[config.mk]
export PLATFORM = sky130hd
export DESIGN_NAME = pc_fetch_sequencer_flat
export DESIGN_NICKNAME = d
export VERILOG_FILES = /design/src/rtl/pc_fetch_sequencer_if.sv /design/src/rtl/pc_fetch_sequencer.sv /design/src/flat_wrapper.sv
export SDC_FILE = /design/constraint.sdc
export NUM_CORES = 1
export LEC_CHECK = 0
export BUFFER_PORTS_ARGS = -buffer_cell sky130_fd_sc_hd__buf_4
export CORE_ASPECT_RATIO = 1.25
export CORE_UTILIZATION = 35
export CTS_BUF_LIST = sky130_fd_sc_hd__clkbuf_2 sky130_fd_sc_hd__clkbuf_4 sky130_fd_sc_hd__clkbuf_8
export DETAILED_ROUTE_END_ITERATION = 8
export GPL_TIMING_DRIVEN = 1
export HOLD_SLACK_MARGIN = 0.08
export PLACE_DENSITY = 0.64
export SYNTH_ARGS = -nofsm -noshare
export SYNTH_HDL_FRONTEND = slang
export SYNTH_SLANG_ARGS = --single-unit
[constraint.sdc]
create_clock -name clk -period 4.1 [get_ports clk]
set_clock_uncertainty 0.05 [all_clocks]
set_input_delay 0.41 -clock clk [delete_from_list [all_inputs] [get_ports clk]]
set_output_delay 0.41 -clock clk [all_outputs]
set_load 0.03 [all_outputs]
[src/rtl/pc_fetch_sequencer_if.sv]
`default_nettype none
// ============================================================================
// pc_fetch_sequencer_if
// Fetch/decode bus of the PC fetch sequencer: control levels, instruction
// memory request/acknowledge handshake, one-entry instruction buffer toward
// decode, branch redirect and status.
// Revision: 1.0 - initial release
// ============================================================================
interface pc_fetch_sequencer_if #(
    parameter int DATA_W = 16
);
    logic              run;
    logic              halt_req;
    logic              imem_req;
    logic [7:0]        imem_addr;
    logic              imem_ack;
    logic [DATA_W-1:0] imem_data;
    logic              instr_valid;
    logic [DATA_W-1:0] instr;
    logic [7:0]        instr_pc;
    logic              instr_ready;
    logic              branch_taken;
    logic [7:0]        branch_offset;
    logic [7:0]        pc;
    logic              halted;
    logic              fault;

    // Sequencer side
    modport master (
        input  run, halt_req, imem_ack, imem_data, instr_ready,
               branch_taken, branch_offset,
        output imem_req, imem_addr, instr_valid, instr, instr_pc,
               pc, halted, fault
    );

    // Environment side (memory, decode, control)
    modport slave (
        output run, halt_req, imem_ack, imem_data, instr_ready,
               branch_taken, branch_offset,
        input  imem_req, imem_addr, instr_valid, instr, instr_pc,
               pc, halted, fault
    );
endinterface
`default_nettype wire

[src/rtl/pc_fetch_sequencer.sv]
`default_nettype none
// ============================================================================
// pc_fetch_sequencer
// Owns the 8-bit program counter, runs the instruction-memory handshake,
// buffers one fetched word for decode, applies branch redirects
// (pc = instr_pc + 1 + offset) and sequences start/halt/fetch-timeout fault.
// Revision: 1.0 - initial release
// ============================================================================
module pc_fetch_sequencer #(
    parameter int         DATA_W   = 16,
    parameter logic [7:0] RESET_PC = 8'h00,
    parameter int         TIMEOUT  = 15
) (
    input  wire logic           clk,
    input  wire logic           rst_n,
    pc_fetch_sequencer_if.master bus
);

    localparam logic [2:0] S_IDLE    = 3'd0;
    localparam logic [2:0] S_FETCH   = 3'd1;
    localparam logic [2:0] S_DELIVER = 3'd2;
    localparam logic [2:0] S_HALT    = 3'd3;
    localparam logic [2:0] S_FAULT   = 3'd4;

    // tmo_q counts FETCH cycles already spent without ack; the cycle in
    // which it reaches TIMEOUT-1 is the TIMEOUT-th unacknowledged cycle.
    localparam logic [7:0] TMO_LAST = 8'(TIMEOUT - 1);

    logic [2:0]        state_q,    state_d;
    logic [7:0]        pc_q,       pc_d;
    logic [DATA_W-1:0] instr_q,    instr_d;
    logic [7:0]        instr_pc_q, instr_pc_d;
    logic [7:0]        tmo_q,      tmo_d;
    logic              fault_q,    fault_d;

    logic              w_accept;
    logic [7:0]        w_branch_pc;

    assign w_accept    = (state_q == S_DELIVER) && bus.instr_ready;
    // 8-bit modular add is identical to adding the sign-extended offset
    assign w_branch_pc = instr_pc_q + 8'd1 + bus.branch_offset;

    // Next-state and datapath decisions
    always_comb begin
        state_d    = state_q;
        pc_d       = pc_q;
        instr_d    = instr_q;
        instr_pc_d = instr_pc_q;
        tmo_d      = tmo_q;
        fault_d    = fault_q;
        case (state_q)
            S_IDLE: begin
                if (bus.halt_req) begin
                    state_d = S_HALT;
                end else if (bus.run) begin
                    state_d = S_FETCH;
                end
            end
            S_FETCH: begin
                if (bus.imem_ack) begin
                    instr_d    = bus.imem_data;
                    instr_pc_d = pc_q;
                    pc_d       = pc_q + 8'd1;
                    tmo_d      = 8'd0;
                    state_d    = S_DELIVER;
                end else if (tmo_q == TMO_LAST) begin
                    fault_d = 1'b1;
                    state_d = S_FAULT;
                end else begin
                    tmo_d = tmo_q + 8'd1;
                end
            end
            S_DELIVER: begin
                if (w_accept) begin
                    if (bus.branch_taken) begin
                        pc_d = w_branch_pc;
                    end
                    if (bus.halt_req) begin
                        state_d = S_HALT;
                    end else if (!bus.run) begin
                        state_d = S_IDLE;
                    end else begin
                        state_d = S_FETCH;
                    end
                end
            end
            S_HALT: begin
                if (bus.run && !bus.halt_req) begin
                    state_d = S_FETCH;
                end
            end
            S_FAULT: begin
                state_d = S_FAULT;
            end
            default: begin
                state_d = S_IDLE;
            end
        endcase
    end

    // State registers with asynchronous active-low reset
    always_ff @(posedge clk or negedge rst_n) begin
        if (!rst_n) begin
            state_q    <= S_IDLE;
            pc_q       <= RESET_PC;
            instr_q    <= '0;
            instr_pc_q <= 8'd0;
            tmo_q      <= 8'd0;
            fault_q    <= 1'b0;
        end else begin
            state_q    <= state_d;
            pc_q       <= pc_d;
            instr_q    <= instr_d;
            instr_pc_q <= instr_pc_d;
            tmo_q      <= tmo_d;
            fault_q    <= fault_d;
        end
    end

    // Outputs decode directly from state so reset drops the request at once
    assign bus.imem_req    = (state_q == S_FETCH);
    assign bus.imem_addr   = pc_q;
    assign bus.instr_valid = (state_q == S_DELIVER);
    assign bus.instr       = instr_q;
    assign bus.instr_pc    = instr_pc_q;
    assign bus.pc          = pc_q;
    assign bus.halted      = (state_q == S_HALT);
    assign bus.fault       = fault_q;

endmodule
`default_nettype wire

[src/flat_wrapper.sv]
// flat-port wrapper written by rule: the top's interface ports become plain ports
module pc_fetch_sequencer_flat 
#(
    parameter int         DATA_W   = 16,
    parameter logic [7:0] RESET_PC = 8'h00,
    parameter int         TIMEOUT  = 15
)
  (clk, rst_n, bus_run, bus_halt_req, bus_imem_ack, bus_imem_data, bus_instr_ready, bus_branch_taken, bus_branch_offset, bus_imem_req, bus_imem_addr, bus_instr_valid, bus_instr, bus_instr_pc, bus_pc, bus_halted, bus_fault);
  pc_fetch_sequencer_if #(.DATA_W(DATA_W)) bus_i ();
  input  wire logic clk;
  input  wire logic rst_n;
  input wire logic [$bits(bus_i.run)-1:0] bus_run;
  input wire logic [$bits(bus_i.halt_req)-1:0] bus_halt_req;
  input wire logic [$bits(bus_i.imem_ack)-1:0] bus_imem_ack;
  input wire logic [$bits(bus_i.imem_data)-1:0] bus_imem_data;
  input wire logic [$bits(bus_i.instr_ready)-1:0] bus_instr_ready;
  input wire logic [$bits(bus_i.branch_taken)-1:0] bus_branch_taken;
  input wire logic [$bits(bus_i.branch_offset)-1:0] bus_branch_offset;
  output wire logic [$bits(bus_i.imem_req)-1:0] bus_imem_req;
  output wire logic [$bits(bus_i.imem_addr)-1:0] bus_imem_addr;
  output wire logic [$bits(bus_i.instr_valid)-1:0] bus_instr_valid;
  output wire logic [$bits(bus_i.instr)-1:0] bus_instr;
  output wire logic [$bits(bus_i.instr_pc)-1:0] bus_instr_pc;
  output wire logic [$bits(bus_i.pc)-1:0] bus_pc;
  output wire logic [$bits(bus_i.halted)-1:0] bus_halted;
  output wire logic [$bits(bus_i.fault)-1:0] bus_fault;
  assign bus_i.run = bus_run;
  assign bus_i.halt_req = bus_halt_req;
  assign bus_i.imem_ack = bus_imem_ack;
  assign bus_i.imem_data = bus_imem_data;
  assign bus_i.instr_ready = bus_instr_ready;
  assign bus_i.branch_taken = bus_branch_taken;
  assign bus_i.branch_offset = bus_branch_offset;
  assign bus_imem_req = bus_i.imem_req;
  assign bus_imem_addr = bus_i.imem_addr;
  assign bus_instr_valid = bus_i.instr_valid;
  assign bus_instr = bus_i.instr;
  assign bus_instr_pc = bus_i.instr_pc;
  assign bus_pc = bus_i.pc;
  assign bus_halted = bus_i.halted;
  assign bus_fault = bus_i.fault;
  pc_fetch_sequencer #(.DATA_W(DATA_W), .RESET_PC(RESET_PC), .TIMEOUT(TIMEOUT)) u_core (.clk(clk), .rst_n(rst_n), .bus(bus_i));
endmodule
---- Yosys cells after proc, flatten, opt, wreduce, memory -nomap -nowiden ----
Index checks and enable logic that the tools add are counted.
cells by class
  bitwise gates (word level) .............. 1
  add/sub/neg operators ................... 4
  reduce and logical (&&, ||, !) cells .... 10
  multiplexer cells ....................... 15
  equality and inequality tests ........... 12
operator list
  kind                                                              count
  8-bit 2-to-1 mux                                                  5
  8-bit by 1-bit adder with 8-bit output (second input constant)    3
  3-bit 2-to-1 mux                                                  7
  8-bit one-hot mux with 2 select lines                             1
  3-bit one-hot mux with 5 select lines                             1
  8-bit adder                                                       1
  8-bit by 4-bit == test with 1-bit output (second input constant)  1
  4-bit AND reduction                                               2
  3-bit by 2-bit == test with 1-bit output (second input constant)  2
  2-bit != test (second input constant)                             3
  2-bit by 1-bit != test with 1-bit output (second input constant)  2
  2-bit AND reduction                                               2
  3-bit by 1-bit == test with 1-bit output (second input constant)  1
  3-bit == test (second input constant)                             1
  3-bit logical NOT                                                 1
  3-bit by 2-bit != test with 1-bit output (second input constant)  1
  3-bit != test (second input constant)                             1
  3-bit AND reduction                                               1
  1-bit logical AND                                                 2
  2-bit nonzero test                                                1
  1-bit logical NOT                                                 1
  1-bit 2-to-1 mux                                                  1
  1-bit inverter                                                    1
storage, ports and cells
  input port bits ......................... 31
  output and inout bits ................... 44
  register bits ........................... 44
  word-level logic and storage cells ...... 48

---- Logic depth before layout (Yosys ltp) ----
Gate-level depths: netlist of the first run.
  depth in word-level cells ............... 5
  mapped depth ............................ 9
  depth with buffers taken out ............ 8

---- Least setup slack after synthesis of the first run ----
Ideal clock, no wire load.
  kind .................................... register to register
  start point ............................. reg u_core.state_q[0]
  end point ............................... reg u_core.tmo_q[3]
  arrival time ............................ 1985 ps
  setup time .............................. 132 ps
  data required time ...................... 3918 ps
  buffers on the path ..................... 1
  path slack .............................. 1934 ps
  cell stages (with the launch flop) ...... 6
  period minus slack after synthesis ...... 2166 ps
  cells stage by stage .................... dfrtp_1 -> buf_2 -> nor3b_1 -> o21ai_1 -> o21ai_0 -> o31ai_1
on the way
  word-level cells in the longest chain between the ends .. 2
RTL lines
  element                                   line                       text
  start, declared                           pc_fetch_sequencer.sv:29   logic [2:0] state_q, state_d;
  start signal, assigned                    pc_fetch_sequencer.sv:111  state_q <= state_d;
  3-bit by 1-bit == test with 1-bit output  n/a
  via bus_imem_req                          flat_wrapper.sv:19         output wire logic [$bits(bus_i.imem_req)-1:0] bus_imem_req;
  2-bit AND reduction (no line)             n/a
  end signal, assigned                      pc_fetch_sequencer.sv:115  tmo_q <= tmo_d;
  end, declared                             pc_fetch_sequencer.sv:33   logic [7:0] tmo_q, tmo_d;
The timed path passes the listed nets, and every way through them passes these cells.
A chain may end at the register's enable or synchronous reset.

---- Final worst setup path of the first run ----
  start point ............................. reg u_core.state_q[1]
  end point ............................... reg u_core.instr_q[1], in the netlist u_core.bus.instr[1]
on the way
  word-level cells in the longest chain between the ends .. 2
RTL lines
  element                                   line                       text
  3-bit by 1-bit == test with 1-bit output  pc_fetch_sequencer.sv:51   case (state_q)
  2-bit AND reduction (no line)             n/a
  end signal, assigned                      pc_fetch_sequencer.sv:113  instr_q <= instr_d;
  end, declared                             pc_fetch_sequencer.sv:31   logic [DATA_W-1:0] instr_q, instr_d;
No other way between the ends.

==> impl_metrics.py, run 1 <==
metrics = {
    "run_status": {
        "status": "completed",
    },
    "timing": {
        "rsz0062_at_grt": "false",
        "worst_pin_slew_ns": 0.9328,
        "layout_setup_ws_ns": 1.635,
        "setup_violations": 0,
        "tns_ns": 0,
        "slew-limit-headroom_pct": 37.81,
        "final_hold_viol_count": 0,
        "fmax_ghz": 0.4057,
        "fin_crit_ns": 2.465,
        "hold_slack_ns": 0.2946,
        "drv_slew": 0,
        "period_share_pct": 60.12,
    },
    "cells_and_area": {
        "layout_common_cells": "buf_4, dfrtp_1, mux2_2",
        "final_nets": 353,
        "syn_to_final_growth_pct": 27.77,
        "utilization_pct": 45.83,
        "diodes": 0,
        "drive_above_1_share_pct": 33.97,
        "nFillCells": 684,
        "final_common_cell": "buf_4",
        "final_area_um2": 3178,
    },
    "hold_path": {
        "hold_depth": 2,
        "hold_class": "primary input to register",
    },
    "die": {
        "die_x_um": 77.40,
        "dieArea_um2": 7450,
        "io_pins": 75,
        "rows": 34,
        "core_region_area_um2": 6934,
        "start_util_pct": 35.87,
        "die_y_um": 96.25,
    },
    "clock_tree": {
        "clkSlewWorstSetupHoldPaths_ns": 0.08,
        "cts_buffer_depth": 2,
        "clk_latency_ns": 0.29,
        "ctsResizeCount": 0,
        "clock-sinks": 44,
        "post_cts_buffers": 0,
        "cts_buffers": 5,
        "cts-root-buf": "clkbuf_8",
        "cts_hold_buf": 1,
        "cts_tree": "done",
        "cts-htree-levels": 2,
    },
    "critical_path": {
        "r2r.worst_path.cells": 4,
        "crit_slowest_cell": "nor2_4",
        "slowest_delay_ns": 0.61,
        "path_class": "register to register",
        "startpoint_type": "register",
        "cp-end-kind": "register",
        "worstPathCellList": "or3b_1 -> inv_2 -> nor2_4 -> mux2_2",
        "arrival_ns": 2.59,
        "cp.required_ns": 4.23,
        "critical_path.max_fanout": 26,
    },
    "detailed_routing": {
        "wl_per_cell_um": 13.53,
        "ant_nets": 0,
        "routed_via_density": 5.075,
        "routed-via-count": 2040,
        "drtIter0Drc": 156,
        "first_pass_iters": 4,
        "routed_wl_um": 5438,
        "drc_errors": 0,
    },
    "pwr": {
        "power_switching_mw": 1.201,
        "leakage_nw": 1.430,
        "clkPwrFrac_pct": 13.4,
        "p_comb_share_pct": 56.4,
        "power.internal_mw": 1.446,
        "power_switching_share_pct": 45.37,
        "p_per_area_nw_per_um2": 832.7,
        "sequentialPowerShare_pct": 30.2,
        "ir_worst_vdd_uv": 442.6,
    },
    "logic_synthesis": {
        "syn_nets": 288,
        "synth.area.mux_share_pct": 11.17,
        "synthDistinctLibCells": 49,
        "ys.flop_type": "dfrtp_1",
        "syn_avg_cell_area_um2": 10.11,
        "synthArstFlopShare_pct": 100.0,
        "synth_top_family_by_area": "simple AND/OR/NAND/NOR gates",
        "yosysSeqAreaShare_pct": 44.27,
        "synth_compound_area_share_pct": 15.09,
        "yosysWarnings": 0,
        "synth_fa_ha_area_share_pct": 5.835,
        "synth_cells": 246,
        "synth_xor_area_share_pct": 1.761,
        "yosys.area_share.simple_pct": 15.19,
        "synth-edff-count": 0,
        "syn_area_um2": 2487,
        "ys_seq_elements": 44,
    },
    "global_routing": {
        "grt.total_usage_pct": 15.14,
        "grt_pass1_wl_um": 8949,
        "grt_pass1_vias": 1868,
        "met2_usage_pct": 26.18,
        "globalRouteMet1Util_pct": 19.15,
        "grt_overflow_total": 0,
        "grtUsageMet3_pct": 3.128,
        "antenna_found_initial": 0,
        "grt-busiest-layer": "met2",
        "grt_start_max_net_pins": 45,
    },
    "placed_design": {
        "place_ws_ns": 1.651,
        "placed_cell_area_um2": 3042,
        "hpwl_um": 4064,
        "portBuffers": 74,
        "place.gp.congestion": 0.8005,
    },
    "run": {
        "drv_cap": 0,
    },
}
[power groups by stage]
stage | Clock (mW) | Sequential (mW) | Combinational, mW
2_1_floorplan | 0 | 1.06 | 0.807
3_3_place_gp | 0 | 0.808 | 1.48
3_5_place_dp | 0 | 0.809 | 1.50
4_1_cts | 0.371 | 0.802 | 1.51
5_1_grt | 0.389 | 0.837 | 1.62
6_report | 0.355 | 0.798 | 1.49
[layout make-up]
type / instances / area [um2] / area share (%)
multi-input cells: 172 / 1220 / 38.39
flip-flops and latches: 44 / 1101 / 34.65
repair buffers: 76 / 573.1 / 18.03
well taps: 90 / 112.6 / 3.543
clock buffers: 7 / 96.34 / 3.031
inverters: 12 / 45.04 / 1.417
clock inverters: 1 / 30.03 / 0.9449
[critical path: cells and delay by family, from the launching register on]
family | cells | cell delay, ns
and+or+nand+nor | 2 | 1.17
muxes | 1 | 0.41
buffers and inverters | 1 | 0.24
DFF | 1 | 0.47
[stage by stage]
step                      std cells  power (mW)
after global routing            402       2.844
final                           402       2.646
after global placement          393       2.292
after floorplan                 246       1.864
after CTS                       402       2.681
after detailed placement        393       2.311
[kinds of logic after synthesis]
group	after synthesis
compound gates	61
fa+ha+maj	11
buf+inv	30
simple gates	70
xor+xnor	5
mux	25
flops	44
[Yosys cell counts, types with 2 or more instances]
| master | count | area [um2] |
|---|---|---|
| o41ai_1 | 3 | 26.28 |
| dfrtp_1 | 44 | 1101 |
| o21ai_1 | 2 | 10.01 |
| buf_4 | 11 | 82.58 |
| or4_1 | 2 | 15.01 |
| nor2_1 | 15 | 56.30 |
| nand3_1 | 11 | 55.05 |
| o31a_1 | 2 | 17.52 |
| o22ai_1 | 3 | 18.77 |
| and4_1 | 2 | 17.52 |
| a21o_1 | 2 | 15.01 |
| nand2_1 | 16 | 60.06 |
| ha_1 | 10 | 125.1 |
| mux2_2 | 21 | 236.5 |
| nor2b_1 | 4 | 25.02 |
| o21a_1 | 2 | 15.01 |
| o31ai_1 | 4 | 30.03 |
| mux2i_1 | 3 | 30.03 |
| nand4b_1 | 3 | 26.28 |
| o21bai_1 | 2 | 15.01 |
| o21ai_0 | 20 | 100.1 |
| inv_1 | 11 | 41.29 |
| buf_2 | 4 | 20.02 |
| nand2b_1 | 4 | 25.02 |
| xnor2_1 | 5 | 43.79 |
| nor3b_1 | 2 | 15.01 |
| nand3b_1 | 3 | 22.52 |
| a21oi_1 | 13 | 65.06 |
| clkbuf_1 | 2 | 7.510 |
[metal layers]
| layer | vias to the layer above | wire [um] |
|---|---|---|
| met1 | 972 | 2363 |
| met3 | 5 | 260 |
| met2 | 55 | 2755 |
| met5 | - | 0 |
| li1 | 1008 | - |
| met4 | 0 | 59 |
[worst paths after layout]
path | start | to | slack, ns
setup / recovery | u_core.state_q[1]$_DFFE_PN0P_ | u_core.bus.instr[1]$_DFFE_PN0N_ | 1.64
hold / removal | bus_imem_data[9] | u_core.bus.instr[9]$_DFFE_PN0N_ | 0.29
setup reg to reg | u_core.state_q[1]$_DFFE_PN0P_ | u_core.bus.instr[1]$_DFFE_PN0N_ | 1.64
hold reg to reg | u_core.bus.fault$_DFFE_PN0P_ | u_core.bus.fault$_DFFE_PN0P_ | 0.44
max in group asynchronous | rst_n | u_core.bus.imem_addr[1]$_DFFE_PN0P_ | 3.03
min in group asynchronous | rst_n | u_core.bus.instr[7]$_DFFE_PN0N_ | 0.60
[flip-flops by register name, indices dropped and copies added (netlist names)]
name,flops
u_core.bus.fault,1
u_core.bus.imem_addr,8
u_core.bus.instr,16
u_core.bus.instr_pc,8
u_core.state_q,3
u_core.tmo_q,8
Power figures use the tool's default switching activity.
==> run 2, diff against run 1 <==
- clock period: 4.1 -> 2.39 ns (I/O delays scaled with it)
==> impl_metrics.py, run 2 (same netlist as run 1, synthesis figures left out) <==
metrics = {
    "clock_tree": {
        "clkSlewWorstSetupHoldPaths_ns": 0.08,
        "cts_buffer_depth": 2,
        "clk_latency_ns": 0.29,
        "ctsResizeCount": 0,
        "cts-root-buf": "clkbuf_8",
        "cts_tree": "done",
        "cts_buffers": 5,
        "clock-sinks": 44,
        "cts-htree-levels": 2,
    },
    "detailed_routing": {
        "drtIter0Drc": 87,
        "routed_wl_um": 5498,
        "drc_errors": 0,
        "first_pass_iters": 4,
        "routed_via_density": 5.101,
        "ant_nets": 0,
        "wl_per_cell_um": 13.61,
        "routed-via-count": 2061,
    },
    "timing": {
        "tns_ns": 0,
        "period_share_pct": 91.53,
        "slew-limit-headroom_pct": 51.48,
        "setup_violations": 0,
        "fin_crit_ns": 2.188,
        "rsz0062_at_grt": "false",
        "fmax_ghz": 0.4571,
        "drv_slew": 0,
        "final_hold_viol_count": 0,
        "worst_pin_slew_ns": 0.7261,
    },
    "hold_path": {
        "hold_class": "primary input to register",
    },
    "cells_and_area": {
        "syn_to_final_growth_pct": 27.46,
        "layout_common_cells": "buf_4, dfrtp_1, mux2_2",
        "diodes": 0,
        "drive_above_1_share_pct": 34.39,
        "seq_area_um2": 1101,
        "utilization_pct": 45.72,
        "nFillCells": 673,
        "largest_reg_flops": 16,
        "final_nets": 356,
        "final_common_cell": "buf_4",
        "multi_input_area_um2": 1220,
    },
    "placed_design": {
        "hpwl_um": 4093,
        "portBuffers": 74,
        "place.gp.congestion": 0.7629,
    },
    "die": {
        "dieArea_um2": 7450,
        "die_x_um": 77.40,
        "rows": 34,
        "core_region_area_um2": 6934,
        "io_pins": 75,
        "die_y_um": 96.25,
        "start_util_pct": 35.87,
    },
    "pwr": {
        "leakage_nw": 1.430,
        "ir_worst_vdd_uv": 570.0,
        "p_per_area_nw_per_um2": 1406,
    },
    "run": {
        "drv_cap": 0,
    },
    "global_routing": {
        "grt_pass1_vias": 2023,
        "grt_overflow_total": 0,
        "grt_pass1_wl_um": 9190,
        "grt_start_max_net_pins": 45,
        "antenna_found_initial": 0,
        "grt.total_usage_pct": 15.35,
    },
    "critical_path": {
        "cp.required_ns": 2.51,
        "startpoint_type": "register",
        "path_class": "register to register",
        "critical_path.max_fanout": 26,
        "cp-end-kind": "register",
        "arrival_ns": 2.31,
    },
    "run_status": {
        "status": "completed",
    },
}
==> run 2: path summary, 6_finish.rpt <==
| kind | startpoint | end | slack [ns] | cells past startpoint |
|---|---|---|---|---|
| setup / recovery | u_core.state_q[0]$_DFFE_PN0P_ | u_core.bus.instr_pc[4]$_DFFE_PN0N_ | 0.20 | 4 |
| hold / removal | bus_imem_data[12] | u_core.bus.instr[12]$_DFFE_PN0N_ | 0.12 | 2 |
| setup reg to reg | u_core.state_q[0]$_DFFE_PN0P_ | u_core.bus.instr_pc[4]$_DFFE_PN0N_ | 0.20 | 4 |
| hold reg to reg | u_core.bus.fault$_DFFE_PN0P_ | u_core.bus.fault$_DFFE_PN0P_ | 0.45 | 1 |
| max in group asynchronous | rst_n | u_core.bus.fault$_DFFE_PN0P_ | 1.48 | 2 |
| min in group asynchronous | rst_n | u_core.bus.instr[7]$_DFFE_PN0N_ | 0.43 | 2 |
==> run 2: critical path, stage by stage, from the launching register on <==
cell      delay [ns]
dfrtp_1         0.48
nand4b_1        0.24
a21o_1          0.29
nor2_4          0.58
mux2_2          0.42
==> run 2: cell type report <==
cell class              instances  share of cell area [%]
multi-input cells             172                   38.48
flip-flops and latches         44                   34.73
repair buffers                 79                   18.78
well taps                      90                   3.552
clock buffers                   7                   3.039
inverters                      12                   1.421
==> run 2: repair_timing <==
item                                    in CTS  in global routing
endpoints found under the setup margin       0                  0
hold endpoints to repair                    44                  0
buffers inserted                             0                  0
hold buffers                                 1                  0
==> run 2: per-stage QoR <==
stage / instance area, um2 / power (mW) / setup slack, ns / cells / hold slack [ns]
floorplan: 2487 / 3.197 / 0.2235 / 246 / -0.1066
global placement: 3064 / 3.954 / 0.2640 / 396 / 0.2211
finish: 3171 / 4.457 / 0.2025 / 404 / 0.1242
CTS: 3171 / 4.513 / 0.2004 / 404 / 0.1133
detailed placement: 3064 / 3.998 / 0.2169 / 396 / 0.2252
global route: 3171 / 4.807 / 0.06521 / 404 / 0.1150
==> run 2: where the power goes <==
part / internal, mW / switching [mW] / total [mW]
logic: 1.08 / 1.51 / 2.59
registers: 1.05 / 0.317 / 1.37
clock network: 0.258 / 0.240 / 0.497
total: 2.39 / 2.06 / 4.46
==> run 2: layer usage <==
layer	GRT usage, %	part of all wire, %	vias up	wire length [um]
met2	27.14	52	47	2869
met1	18.79	42	1004	2332
met3	3.223	4.6	4	252
li1	-	-	1006	-
met4	4.560	0.80	0	44
met5	0	0	-	0
